File: src/rtl/key_load_pkg.sv
// key_load_pkg: shared types and constants for the key-load sequencer.
// Holds the sequencer state encoding, default parameter values and the
// helper that maps the key width to the key-store address of the parity bit.
package key_load_pkg;

    localparam int KEY_W_DEF     = 8;
    localparam int TIMEOUT_DEF   = 16;
    localparam int MAX_RETRY_DEF = 3;

    typedef enum logic [2:0] {
        ST_IDLE,
        ST_REQ,
        ST_CHECK,
        ST_RETRY,
        ST_RELEASE,
        ST_DONE,
        ST_FAIL
    } state_t;

    // Key bits live at addresses 0..key_w-1; the parity bit sits right after them.
    function automatic int unsigned parity_addr(input int unsigned key_w);
        return key_w;
    endfunction

endpackage

File: src/rtl/key_load_timer.sv
// key_load_timer: clearable saturating cycle counter used as the mem_ack timeout.
// Latency: expire_o is combinational, high in the cycle whose increment makes the count reach TIMEOUT.
// Backpressure: none; clr_i has priority over counting and masks expire_o.
// Ports: clk, rst (async active-low), clr_i (clear), en_i (count enable), expire_o (expiry flag).
module key_load_timer #(
    parameter int TIMEOUT = 16
) (
    input  logic clk,
    input  logic rst,
    input  logic clr_i,
    input  logic en_i,
    output logic expire_o
);

    localparam int             TW    = $clog2(TIMEOUT + 1);
    localparam logic [TW-1:0]  T_MAX = TW'(TIMEOUT);

    logic [TW-1:0] cnt_q;
    logic [TW-1:0] cnt_d;

    always_comb begin
        cnt_d = cnt_q;
        if (clr_i) begin
            cnt_d = '0;
        end else if (en_i && (cnt_q != T_MAX)) begin
            cnt_d = cnt_q + TW'(1);
        end
    end

    always_ff @(posedge clk or negedge rst) begin
        if (!rst) begin
            cnt_q <= '0;
        end else begin
            cnt_q <= cnt_d;
        end
    end

    // A cleared cycle (ack seen or request low) can never expire, so an ack
    // arriving in the last cycle before TIMEOUT still wins.
    assign expire_o = en_i && !clr_i && (cnt_d == T_MAX);

endmodule

File: src/rtl/key_load_seq.sv
// key_load_seq: fetches a KEY_W-bit key plus even-parity bit from a serial key store, then releases the locked core.
// Latency: 1 + sum(read latencies) + KEY_W gap cycles + CHECK + RELEASE to key_valid; core_rst falls one cycle later.
// Backpressure: req/ack; mem_req/mem_addr held until mem_ack, one idle cycle between reads, TIMEOUT cycles per read.
// Ports: clk, rst (async active-low); key store mem_req/mem_addr/mem_ack/mem_data;
//        core side key_q/key_valid/core_rst; status load_fail/retry_cnt.
// Optional: define KEY_LOAD_SEQ_RELOCK_EN to add the relock input (reload from DONE).
module key_load_seq
    import key_load_pkg::*;
#(
    parameter int KEY_W     = KEY_W_DEF,
    parameter int TIMEOUT   = TIMEOUT_DEF,
    parameter int MAX_RETRY = MAX_RETRY_DEF
) (
    input  logic                             clk,
    input  logic                             rst,
`ifdef KEY_LOAD_SEQ_RELOCK_EN
    input  logic                             relock,
`endif
    output logic                             mem_req,
    output logic [$clog2(KEY_W+1)-1:0]       mem_addr,
    input  logic                             mem_ack,
    input  logic                             mem_data,
    output logic [KEY_W-1:0]                 key_q,
    output logic                             key_valid,
    output logic                             core_rst,
    output logic                             load_fail,
    output logic [$clog2(MAX_RETRY+1)-1:0]   retry_cnt
);

    localparam int            AW        = $clog2(KEY_W + 1);
    localparam int            RW        = $clog2(MAX_RETRY + 1);
    localparam logic [AW-1:0] PAR_ADDR  = AW'(parity_addr(KEY_W));
    localparam logic [RW-1:0] RETRY_MAX = RW'(MAX_RETRY);

    state_t            state_q;
    logic              mem_req_q;
    logic [AW-1:0]     idx_q;
    logic [KEY_W-1:0]  shadow_q;
    logic              par_q;
    logic [KEY_W-1:0]  key_out_q;
    logic              key_valid_q;
    logic              core_rst_q;
    logic              load_fail_q;
    logic [RW-1:0]     retry_q;
    logic [RW-1:0]     retry_d;

    logic              tmr_clr;
    logic              tmr_expire;

    // The timer only runs while a request is outstanding; an accepted ack
    // or the idle gap between reads restarts it from zero.
    assign tmr_clr = !mem_req_q || mem_ack;

    key_load_timer #(
        .TIMEOUT (TIMEOUT)
    ) u_timer (
        .clk      (clk),
        .rst      (rst),
        .clr_i    (tmr_clr),
        .en_i     (mem_req_q),
        .expire_o (tmr_expire)
    );

    assign retry_d = (retry_q == RETRY_MAX) ? retry_q : retry_q + RW'(1);

    always_ff @(posedge clk or negedge rst) begin
        if (!rst) begin
            state_q     <= ST_IDLE;
            mem_req_q   <= 1'b0;
            idx_q       <= '0;
            shadow_q    <= '0;
            par_q       <= 1'b0;
            key_out_q   <= '0;
            key_valid_q <= 1'b0;
            core_rst_q  <= 1'b1;
            load_fail_q <= 1'b0;
            retry_q     <= '0;
        end else begin
            case (state_q)
                ST_IDLE: begin
                    idx_q     <= '0;
                    shadow_q  <= '0;
                    mem_req_q <= 1'b1;
                    state_q   <= ST_REQ;
                end
                ST_REQ: begin
                    if (!mem_req_q) begin
                        // Single idle cycle after an accepted read; any ack here is ignored.
                        mem_req_q <= 1'b1;
                    end else if (mem_ack) begin
                        mem_req_q <= 1'b0;
                        if (idx_q == PAR_ADDR) begin
                            par_q   <= mem_data;
                            state_q <= ST_CHECK;
                        end else begin
                            for (int i = 0; i < KEY_W; i++) begin
                                if (idx_q == AW'(i)) begin
                                    shadow_q[i] <= mem_data;
                                end
                            end
                            idx_q <= idx_q + AW'(1);
                        end
                    end else if (tmr_expire) begin
                        mem_req_q <= 1'b0;
                        state_q   <= ST_RETRY;
                    end
                end
                ST_CHECK: begin
                    // Even parity: stored bit equals XOR of the key bits.
                    if ((^shadow_q) == par_q) begin
                        state_q <= ST_RELEASE;
                    end else begin
                        state_q <= ST_RETRY;
                    end
                end
                ST_RETRY: begin
                    retry_q <= retry_d;
                    if (retry_d == RETRY_MAX) begin
                        load_fail_q <= 1'b1;
                        state_q     <= ST_FAIL;
                    end else begin
                        shadow_q  <= '0;
                        idx_q     <= '0;
                        mem_req_q <= 1'b1;
                        state_q   <= ST_REQ;
                    end
                end
                ST_RELEASE: begin
                    // Key becomes visible a full cycle before core_rst drops.
                    key_out_q   <= shadow_q;
                    key_valid_q <= 1'b1;
                    state_q     <= ST_DONE;
                end
                ST_DONE: begin
`ifdef KEY_LOAD_SEQ_RELOCK_EN
                    if (relock) begin
                        core_rst_q  <= 1'b1;
                        key_valid_q <= 1'b0;
                        key_out_q   <= '0;
                        retry_q     <= '0;
                        state_q     <= ST_IDLE;
                    end else begin
                        core_rst_q <= 1'b0;
                    end
`else
                    core_rst_q <= 1'b0;
`endif
                end
                ST_FAIL: begin
                    load_fail_q <= 1'b1;
                    core_rst_q  <= 1'b1;
                    key_out_q   <= '0;
                    key_valid_q <= 1'b0;
                    mem_req_q   <= 1'b0;
                end
                default: begin
                    state_q <= ST_IDLE;
                end
            endcase
        end
    end

    assign mem_req   = mem_req_q;
    assign mem_addr  = idx_q;
    assign key_q     = key_out_q;
    assign key_valid = key_valid_q;
    assign core_rst  = core_rst_q;
    assign load_fail = load_fail_q;
    assign retry_cnt = retry_q;

endmodule

File: config.mk
export PLATFORM = sky130hd
export DESIGN_NAME = key_load_seq
export DESIGN_NICKNAME = d
export VERILOG_FILES = /design/src/rtl/key_load_pkg.sv /design/src/rtl/key_load_timer.sv /design/src/rtl/key_load_seq.sv
export SDC_FILE = /design/constraint.sdc
export NUM_CORES = 1
export LEC_CHECK = 0
export CAP_MARGIN = 0
export CORE_ASPECT_RATIO = 0.75
export CORE_MARGIN = 4
export CORE_UTILIZATION = 25
export DETAILED_ROUTE_END_ITERATION = 10
export GPL_TIMING_DRIVEN = 0
export PLACE_DENSITY = 0.39
export SYNTH_ARGS = -nofsm -noshare
export SYNTH_HDL_FRONTEND = slang
export SYNTH_HIERARCHICAL = 1
export SYNTH_SLANG_ARGS = --single-unit
File: constraint.sdc
create_clock -name clk -period 4.5 [get_ports clk]
set_input_delay 0.9 -clock clk [delete_from_list [all_inputs] [get_ports clk]]
set_output_delay 0.9 -clock clk [all_outputs]
set_load 0.01 [all_outputs]
==> results.md <==
* Least-Margin Pin Slew at 0.826 ns
* Final period util at 55.2%
* Clock skew at 0.00630 ns
* Clock Sinks at 35
* Synthesis Warnings at 6
* CTS Root Cell: clkbuf_8
* Number of synthesized flops with an enable pin at 0
* Layout cells sized above 1 at approximately 11%
* Leading post-synthesis cells by cell area: dfrtp_1 (42%), nand2b_1 (4.1%), ha_1 (3.7%)
* WHS Path Cells at 1
* Critical Path RT at 4.73 ns
* Clock Latency Late Sink at 0.29 ns
* WP data arrival at roughly 2.7 ns
* Post-CTS Setup Bufs at 0
* First-pass DRT Iterations at 4
* Post-synthesis cell type count at 51
* Clk buf depth at 2
* I/O pin count at 22
* Post-synthesis async set-or-reset flop share at 100%
* Top cell type's share of synthesized area at 42.4%
* DRC at 0
* Starting Density at 26.5%
* Switching pwr at 694 uW
* Worst min path class: reg -> reg
* Run status: finished, final reports clean
* PostCTS Resize Cnt at 0
* Height of the die at approximately 86 um
* Met2 routed WL at 1.86 mm
* Post-Syn Instances at 205
* H-tree depth at 2
* Synth area leader: dfrtp_1
* Setup_tns at 0 ns
* Max-slew headroom at 44.9%
* Layout Area Growth over Synthesis at 20.8%
* Mapped Avg Cell Area at between 9 and 10 sq um
* Worst setup SP type: primary input
* Total power at 1590 uW
* Most common cell after layout, fill and taps aside: dfrtp_1
* Gpl congestion at 0.735
* Critical Path End Type: flop
* Leak pwr at 0.000995 uW
* Final WL at 4.98 mm
* Tmin final at 2.49 ns
* Routed vias/inst at 4.76
* WL met3 at 212 um
* Clock share of power at 14.3%
* DRT met1 WL at 2.85 mm
* Fmax at 0.402 GHz
* Maximum fanout along the worst path at 7
* Combinational power share at a little over half
* Cells after DPL at 327
* Vias in the first global route at 1516
* Fin. max-slew vios at 0
* Total of max-cap violations at 0
* Switching portion of total power at a little over two fifths
* Fin nets at 243
* Power per cell area at 655 nW/um^2
* Largest net degree at the start of global routing at 36
* PortBufs at 21
* Number of buffers created by CTS at 5
* Net count after synthesis at 215
* Hpwl dp at around 3.6 mm
* Worst VDD drop at 0.213 mV
* Final std cells w/o fill at around 340
* Finish-stage setup viols at 0
* Top sig layer: met4
* 1st-iter DRT viols at 75
* First-pass GRT wire length at 8.32 mm
* CTS clk-pin slew, worst paths at roughly 0.070 ns
* Count of hold-fix buffers inserted at cts at 0
* WL/cell at 14.9 um
* Die area at between 9000 and 10000 sq um
* Endpoints failing hold at 0
* RSZ-0062 raised after global routing: no
* WS Path Type: in -> reg
* Initial antenna violation count at 0
* Grt ovf at 0
* Cell Area, Synth at about 2000 sq um
* Most frequent cells in the layout: dfrtp_1 (34), nand2_1 (20), clkdlybuf4s50_1 (20), a21oi_1 (14), nand2b_1 (13)
* Post-route ant nets at 0
* Cell-internal power at 893 uW
* Die W at 111 um
* Rows at 27
* Worst r2r path cells at 7
* Via count at 1595
* CTS tree: yes
* ANT cells at 0
* Core area at 7570 sq um
* GRT Overall Usage at 11.1%
* Seq pwr share at 32.2%
* Sequential share of the synthesized area at between 40% and 50%
* Most used DFF post-synth: dfrtp_1
* Seq cells post-synth at 35
[area by class of cell]
class,count,area (sq um)
well taps,101,126
inverters,8,30.0
multi-input cells,152,1050
clock buffers,6,72.6
clock inverters,2,12.5
plain buffers,10,50.0
flip-flops and latches,35,877
repair buffers,21,205
fillers,796,5140
[worst max-delay path, cell delays in order]
cell             delay [ns]
clkdlybuf4s50_1        0.57
nand2b_1               0.28
nor3_1                 0.13
nor4b_2                0.34
nand2b_1               0.10
a21oi_1                0.20
o21ai_0                0.10
nand3_1                0.09
[Yosys cell counts, types with 3 or more instances]
master / number
nor2_1: 8
xnor2_1: 5
inv_1: 7
clkbuf_1: 3
o31ai_1: 5
dfrtp_1: 34
xor2_1: 5
a21oi_1: 14
a31o_1: 4
o31a_1: 4
nand2_1: 20
ha_1: 6
a22o_1: 4
o21ai_1: 12
nand2b_1: 13
buf_2: 4
nor2b_1: 3
nor3_1: 3
or3_1: 5
nand3_1: 8
[sequential cells by signal, indices dropped and copies added, names as in the netlist]
name           count
key_q              8
shadow_q           8
u_timer/cnt_q      5
mem_addr           4
state_q            3
retry_cnt          2
core_rst           1
key_valid          1
load_fail          1
mem_req            1
par_q              1
[cells by family (layout without fill, tap and decap cells)]
| kind of cell | count (synthesis) | after routing | share of synthesized area [%] |
|---|---|---|---|
| AOI/OAI and AO/OA | 56 | 56 | 19.2 |
| xor gates and xnor gates | 11 | 11 | 5.55 |
| adders and majority gates | 6 | 6 | 3.74 |
| buffers and inverters | 18 | 47 | 3.99 |
| DFF | 35 | 35 | 43.7 |
| muxes | 2 | 2 | 1.06 |
| and+or+nand+nor | 77 | 77 | 22.8 |
[power groups by stage]
stage          registers [uW]  logic (uW)  clock network (uW)
4_1_cts                   514         857                 240
2_1_floorplan             518         554                   0
5_1_grt                   533         941                 250
3_3_place_gp              519         860                   0
3_5_place_dp              520         853                   0
6_report                  512         848                 228
[layer usage]
| layer | global-route usage, % | up-vias |
|---|---|---|
| li1 | - | 796 |
| met1 | 17.6 | 757 |
| met2 | 14.2 | 36 |
| met3 | 2.96 | 6 |
| met4 | 3.31 | 0 |
| met5 | 0 | - |
[final timing paths]
check,from,endpoint,slack (ns)
min reg2reg,load_fail$_DFFE_PN0P_,load_fail$_DFFE_PN0P_,0.46
max,mem_ack,state_q[1]$_DFFE_PN0P_,2.01
min,load_fail$_DFFE_PN0P_,load_fail$_DFFE_PN0P_,0.46
min in group asynchronous,rst,key_q[5]$_DFFE_PN0P_,0.70
max reg2reg,mem_addr[0]$_DFFE_PN0P_,shadow_q[0]$_DFFE_PN0P_,2.33
max in group asynchronous,rst,mem_addr[0]$_DFFE_PN0P_,3.28
[through the flow]
stage          hold slack [ns]  utilization, %  setup slack [ns]  cell area [sq um]
6_report                 0.460            32.0              2.01               2420
5_1_grt                  0.495            32.0              1.84               2420
3_3_place_gp             0.442            31.0              1.59               2340
2_1_floorplan            0.480               -              2.57               2010
3_5_place_dp             0.447            30.9              1.73               2340
4_1_cts                  0.466            32.0              2.03               2420
Note: power is estimated with default switching activity, not from simulation.
